### config.mk
export PLATFORM = sky130hd
export DESIGN_NAME = shift_collect
export DESIGN_NICKNAME = d
export VERILOG_FILES = /design/src/rtl/shift_collect.sv
export SDC_FILE = /design/constraint.sdc
export NUM_CORES = 1
export LEC_CHECK = 0
export CAP_MARGIN = 20
export CORE_ASPECT_RATIO = 1.4
export CORE_MARGIN = 2
export CORE_UTILIZATION = 40
export CTS_CLUSTER_DIAMETER = 120
export CTS_CLUSTER_SIZE = 14
export DETAILED_ROUTE_END_ITERATION = 16
export DONT_BUFFER_PORTS = 1
export GPL_TIMING_DRIVEN = 0
export SLEW_MARGIN = 20
export SYNTH_ARGS = -nofsm -noshare
export SYNTH_HDL_FRONTEND = slang
export SYNTH_SLANG_ARGS = --single-unit
### constraint.sdc
create_clock -name clk -period 1.8 [get_ports clk]
set_input_delay 0.36 -clock clk [delete_from_list [all_inputs] [get_ports clk]]
set_output_delay 0.36 -clock clk [all_outputs]
set_load 0.01 [all_outputs]
### src/rtl/shift_collect.sv
// shift_collect: serial-to-parallel collector for 6-bit words.
// Bits arrive on a valid/ready serial port, LSB-first or MSB-first as selected
// by dir at the first bit of each word. The finished word is presented on a
// valid/ready parallel port.
// Optional feature macro: SHIFT_COLLECT_PARITY_EN adds a 7th serial bit per word
// (even parity over the 6 data bits), reported through parity_err.
module shift_collect (
    input  logic       clk,
    input  logic       rst_n,
    input  logic       ser_valid,
    input  logic       ser_data,
    output logic       ser_ready,
    input  logic       dir,
    input  logic       flush,
    output logic [5:0] par_data,
    output logic       par_valid,
    input  logic       par_ready,
    output logic       busy,
    output logic       parity_err
);

    localparam logic [1:0] S_IDLE  = 2'd0;
    localparam logic [1:0] S_SHIFT = 2'd1;
    localparam logic [1:0] S_FULL  = 2'd2;

`ifdef SHIFT_COLLECT_PARITY_EN
    localparam int WLEN = 7;
`else
    localparam int WLEN = 6;
`endif
    localparam logic [2:0] CNT_LAST = 3'(WLEN - 1);

    logic [1:0] state_q, state_d;
    logic [2:0] cnt_q, cnt_d;
    logic       dir_q, dir_d;
    logic [5:0] data_q, data_d;

    logic       accept;
    logic       start;
    logic       dir_eff;
    logic [5:0] shifted;

    // Handshake decode and the shifted word for the current accept
    always_comb begin
        ser_ready = ((state_q != S_FULL) || par_ready) && !flush;
        accept    = ser_valid && ser_ready;
        // An accept outside SHIFT always opens a new word; in FULL it can only
        // happen together with the transfer, since ser_ready needs par_ready.
        start     = accept && (state_q != S_SHIFT);
        dir_eff   = start ? dir : dir_q;
        shifted   = dir_eff ? {data_q[4:0], ser_data} : {ser_data, data_q[5:1]};
    end

`ifdef SHIFT_COLLECT_PARITY_EN
    logic perr_q, perr_d;

    // Parity flag is computed when the parity bit (7th) arrives
    always_comb begin
        perr_d = perr_q;
        if (flush) begin
            perr_d = 1'b0;
        end else if (state_q == S_SHIFT && accept && cnt_q == CNT_LAST) begin
            perr_d = (^data_q) ^ ser_data;
        end
    end

    // Parity flag register
    always_ff @(posedge clk or negedge rst_n) begin
        if (!rst_n) begin
            perr_q <= 1'b0;
        end else begin
            perr_q <= perr_d;
        end
    end

    assign parity_err = perr_q;
`else
    assign parity_err = 1'b0;
`endif

    // Next-state logic: flush overrides everything, par_data is never cleared by it
    always_comb begin
        state_d = state_q;
        cnt_d   = cnt_q;
        dir_d   = dir_q;
        data_d  = data_q;
        if (flush) begin
            state_d = S_IDLE;
            cnt_d   = 3'd0;
        end else begin
            case (state_q)
                S_IDLE: begin
                    if (start) begin
                        dir_d   = dir;
                        data_d  = shifted;
                        cnt_d   = 3'd1;
                        state_d = S_SHIFT;
                    end
                end
                S_SHIFT: begin
                    if (accept) begin
`ifdef SHIFT_COLLECT_PARITY_EN
                        // The parity bit is consumed but never stored
                        if (cnt_q != CNT_LAST) begin
                            data_d = shifted;
                        end
`else
                        data_d = shifted;
`endif
                        if (cnt_q == CNT_LAST) begin
                            cnt_d   = 3'd0;
                            state_d = S_FULL;
                        end else begin
                            cnt_d = cnt_q + 3'd1;
                        end
                    end
                end
                S_FULL: begin
                    if (par_ready) begin
                        if (start) begin
                            dir_d   = dir;
                            data_d  = shifted;
                            cnt_d   = 3'd1;
                            state_d = S_SHIFT;
                        end else begin
                            state_d = S_IDLE;
                        end
                    end
                end
                default: begin
                    state_d = S_IDLE;
                    cnt_d   = 3'd0;
                end
            endcase
        end
    end

    // State registers
    always_ff @(posedge clk or negedge rst_n) begin
        if (!rst_n) begin
            state_q <= S_IDLE;
            cnt_q   <= 3'd0;
            dir_q   <= 1'b0;
            data_q  <= 6'b000000;
        end else begin
            state_q <= state_d;
            cnt_q   <= cnt_d;
            dir_q   <= dir_d;
            data_q  <= data_d;
        end
    end

    assign par_data  = data_q;
    assign par_valid = (state_q == S_FULL);
    assign busy      = (state_q == S_SHIFT);

endmodule

**Yosys cells after proc, flatten, opt, wreduce, memory -nomap -nowiden**

Cells that the tools add are included.

- Logic and storage cells: 50
- Register bits: 12
- Output and inout port bits: 10
- Bits of input ports: 7

- Muxes and demuxes: 21
- Bitwise logic cells: 1
- Equality and inequality tests: 11
- Reduce and logical (&&, ||, !) cells: 12
- Add/sub/neg operators: 1

Operator list:

| cell | number |
|---|---|
| $mux 6 | 4 |
| $pmux 6 s3 | 1 |
| $mux 3 | 5 |
| $mux 2 | 5 |
| $ne 3x2->1 const B | 3 |
| $pmux 3 s3 | 1 |
| $reduce_and 4->1 | 2 |
| $ne 2x1->1 const B | 3 |
| $pmux 2 s3 | 1 |
| $add 3x1->3 const B | 1 |
| $eq 3x3->1 const B | 1 |
| $logic_and 1x1->1 | 3 |
| $mux 1 | 3 |
| $ne 3x3->1 const B | 1 |
| $reduce_and 3->1 | 1 |
| $reduce_bool 3->1 | 1 |
| $eq 2x1->1 const B | 1 |
| $eq 2x2->1 const B | 1 |
| $logic_not 2->1 | 1 |
| $ne 2x2->1 const B | 1 |
| $pmux 1 s2 | 1 |
| $reduce_and 2->1 | 1 |
| $reduce_bool 2->1 | 1 |
| $logic_not 1->1 | 1 |
| other kinds (2) | 2 |

**Depth between registers and ports, before layout**

- Depth in word-level cells: 10
- Depth in mapped cells: 6
- Gate-level depth less buffers: 4

**Worst setup path after synthesis**

Ideal clock, no wire load.

- Kind: input -> register
- Start: input ser_valid
- End: register data_q[1], in the netlist par_data[1]
- Library setup time: 0.082 ns
- Path slack: 0.240 ns
- Data arrival time: 1.478 ns
- Required time: 1.718 ns
- Buffers on the path: 1
- Cell stages on the path: 5
- Cell sequence: buf_6 > nor4bb_1 > o21a_4 > or4_1 > a31oi_1

- Word-level cells in the longest chain between the ends: 7
- Elaborated cells on any way between the ends: 10
- Those cells by class: eq/ne (1); mux (6); reduce/logical (3)

Ends and longest elaborated chain:

| what | RTL line | RTL |
|---|---|---|
| from (decl) | 10 | `input logic ser_valid,` |
| $logic_and 1x1->1 (*) | 46 | `accept = ser_valid && ser_ready;` |
| $logic_and 1x1->1 | 49 | `start = accept && (state_q != S_SHIFT);` |
| $mux 1 | -- |  |
| $mux 6 | 51 | `shifted = dir_eff ? {data_q[4:0], ser_data} : {ser_data, data_q[5:1]};` |
| $mux 6 | 93, 120 |  |
| $mux 6 | 119 | `if (par_ready) begin` |
| $pmux 6 s3 | 91 | `case (state_q)` |
| to (signal assigned) | 149 | `data_q <= data_d;` |
| to (decl) | 36 | `logic [5:0] data_q, data_d;` |

Every way passes the cells marked *; elsewhere a longest branch is shown, timed or not. The select of a mux whose other input is x is not followed.
A chain may end at the register's enable or synchronous reset.

**Final worst setup path**

- Start: register state_q[0]
- End: register data_q[1], in the netlist par_data[1]

- Word-level cells in the longest chain between the ends: 10
- Elaborated cells on any way between the ends: 19
- Those cells by class: eq/ne (6); mux (6); reduce/logical (7)

Ends and longest elaborated chain:

| what | RTL line | RTL |
|---|---|---|
| from (decl) | 33 | `logic [1:0] state_q, state_d;` |
| from (signal assigned) | 146 | `state_q <= state_d;` |
| $ne 2x2->1 | 45 | `ser_ready = ((state_q != S_FULL) \|\| par_ready) && !flush;` |
| $logic_or 1x1->1 | 45 |  |
| $logic_and 1x1->1 | 45 |  |
| $logic_and 1x1->1 | 46 |  |
| $logic_and 1x1->1 | 49 |  |
| $mux 1 | -- |  |
| $mux 6 | 51 |  |
| $mux 6 | 93, 120 |  |
| $mux 6 | 119 |  |
| $pmux 6 s3 | 91 |  |

Several ways; a longest one is shown, not always the timed one. The select of a mux whose other input is x is not followed.

==> metrics <==
Skew-Pair Late Insertion Delay about 0.27 ns; Fmax achieved 590 MHz; skew final 0.00239 ns; GP Congestion 0.745; grt ovf 0; via count 619; setup violators final 0; synth cell count leaders 12 x dfrtp_1, 10 x inv_1, 10 x nor2_1; Worst-Margin Slew 0.552 ns; Arr. time, crit path 1.88 ns; cell count along the critical path 5; Crit Path Class flip-flop to flip-flop; final slew viol count 0; Crit path max-delay family simple AND/OR/NAND/NOR gates; leading area contributor after synthesis dfrtp_1; number of synthesized flops with an enable pin 0; number of global-route vias before repair around 620; Total GRT Usage between 15 and 20%; nature of the critical path endpoint flip-flop; IO Pins 17; # nets final 99; die area 0.00225 mm^2; antenna violations before repair 0; row count 18; clock buffer depth 2; Worst Path Max Fanout 10; ys async rst share 100%; first-pass GRT wire length about 2500 um; multi-input combinational cell area 400 um^2; synth-to-layout area growth 10.1%; # diodes 0; initial core utilization 42.3%; number of post-CTS setup repair buffers 0; Finished Cell Area approximately 830 um^2; leak pwr 0.351 nW; share of the synthesized area in the top cell type 39.9%; port bufs 0; Tcrit/Tclk final 94.2%; Root Driver clkbuf_4; crit path launch type flip-flop; WL final 1550 um; worst-path cell chain buf_2 > nor2_1 > o2bb2ai_1 > or4_1 > a31oi_1; synth top area cells dfrtp_1 40%, o221ai_1 5.8%, inv_1 5.0%; worst min path class input port to flip-flop; Residual DRC 0; Fill cells 186; status completed; H-tree depth 1; sequential share of the synthesized area 39.9%; final HPWL from detailed placement 1160 um; total power 0.703 mW; Reg area 300 um^2; top_reg_cell synth dfrtp_1; #FFs+latches synth 12; layout cell share with drive strength beyond 1 14.4%; Final Util 46.6%; most common cell in the netlist dfrtp_1; MaxCap Viol Count 0; Worst Hold Depth 1; CTS Sinks 12; Reg2Reg Depth 5; drt wl/cell 14.1 um; CP max stage cell or4_1; Clock transition at path regs 0.07 ns; Cell variety after synth 31; VDD IR max 0.431 mV; CP max stage delay 0.51 ns; first drt pass iteration count 4; Syn. warnings 0; Final TNS setup 0 ns; fin crit period 1.70 ns; Final Hold Viols 0; Power Dens Cells between 800 and 900 mW/mm^2; Post-Syn Instances 86; CTS buffer count 3; DP Area 778 um^2; Die X 40.7 um; Bufs and invs on worst path 1; largest net degree at the start of global routing 13; Synth Net Count just over 90; die height approximately 55 um; vias per cell 5.63; Worst EP required 1.99 ns; Final ANT Viol Nets 0; CORE AREA approximately 0.0018 mm^2; synthesized area per cell 8.76 um^2; max_slew headroom 63.0%; First DRT Iteration DRCs 10; RSZ-0062 raised after global routing false; CTS tree done; cell area after synthesis 753 um^2
==> report_power, final <==
group	switching [mW]	internal, mW	total, mW
combinational	0.0911	0.0736	0.165
sequential	0.0647	0.316	0.381
clock	0.0793	0.0773	0.157
==> through the flow <==
stage	std cells	worst slack [ns]	hold slack, ns
detailed placement	106	0.0545	0.0647
finish	110	0.105	0.148
floorplan	86	0.240	0.0644
global route	110	0.00936	0.142
global placement	106	0.0807	0.0647
CTS	110	0.0126	0.137
==> path summary, 6_finish.rpt <==
check	slack, ns	end	from
worst max-delay path	0.10	par_data[1]$_DFFE_PN0P_	state_q[0]$_DFFE_PN0P_
worst min-delay path	0.15	state_q[1]$_DFFE_PN0P_	flush
worst max register to register	0.10	par_data[1]$_DFFE_PN0P_	state_q[0]$_DFFE_PN0P_
worst min register to register	0.56	cnt_q[1]$_DFFE_PN0P_	cnt_q[1]$_DFFE_PN0P_
max in group asynchronous	0.92	cnt_q[0]$_DFFE_PN0P_	rst_n
min in group asynchronous	0.52	par_data[1]$_DFFE_PN0P_	rst_n
==> routing by layer <==
| layer | vias up | share of wire, % | GRT usage [%] |
|---|---|---|---|
| li1 | 318 | - | - |
| met4 | 0 | 1.1 | 8.57 |
| met1 | 285 | 43 | 20.0 |
| met2 | 14 | 52 | 24.9 |
| met5 | - | 0 | 0 |
| met3 | 2 | 4.5 | 2.41 |
==> what timing repair did <==
action | in CTS | in global routing
hold buffers | 1 | 0
setup endpoints to repair | 0 | 6
endpoints found under the hold margin | 12 | 0
gates resized for setup | 0 | 5
==> flip-flops by register name, summed over array words and instances, names as in the netlist <==
name and count:
par_data 6, cnt_q 3, state_q 2, dir_q 1
==> cell usage in the layout, fill, tap and decap left out <==
master and count:
buf_2 2, nand4b_1 1, o311ai_0 2, a31oi_1 1, buf_6 1, buf_4 1, nand2_1 5, nor4bb_1 1
o22ai_1 1, or3_4 1, nand4_1 1, inv_1 10, o221ai_1 5, a21oi_2 1, o31ai_1 4, or4_1 1
nand2b_1 4, a21oi_1 5, a32oi_1 1, nor3_1 2, mux2i_1 1, mux2_2 1, nor2b_1 3, o21a_4 1
nor4_4 1, nor2_1 10, o21bai_1 1, dlygate4sd3_1 1, a211oi_1 3, clkbuf_2 1, dfrtp_1 12, conb_1 1
o2bb2ai_1 1, clkbuf_4 3
==> final cells by class <==
cell class                 count  area share [%]
buffer                         5            4.07
clock buffer                   3            2.71
inverter                      10            4.52
multi-input combinational     59            48.3
sequential                    12            36.2
tap                           20            3.02
timing repair buffer           1            1.21
==> worst reg2reg max path, cell delays in order (launching register included) <==
cell	delay, ns
dfrtp_1	0.38
buf_2	0.23
nor2_1	0.07
o2bb2ai_1	0.24
or4_1	0.51
a31oi_1	0.18
==> kinds of logic after synthesis <==
logic type,after synthesis,share of synthesized area (%)
AND/OR/NAND/NOR,30,21.4
AO/OA/AOI/OAI,26,26.1
buffers and inverters,15,9.30
flip-flops,12,39.9
multiplexers,2,2.82
other,1,0.498
Note: power is estimated with default switching activity, not from simulation.
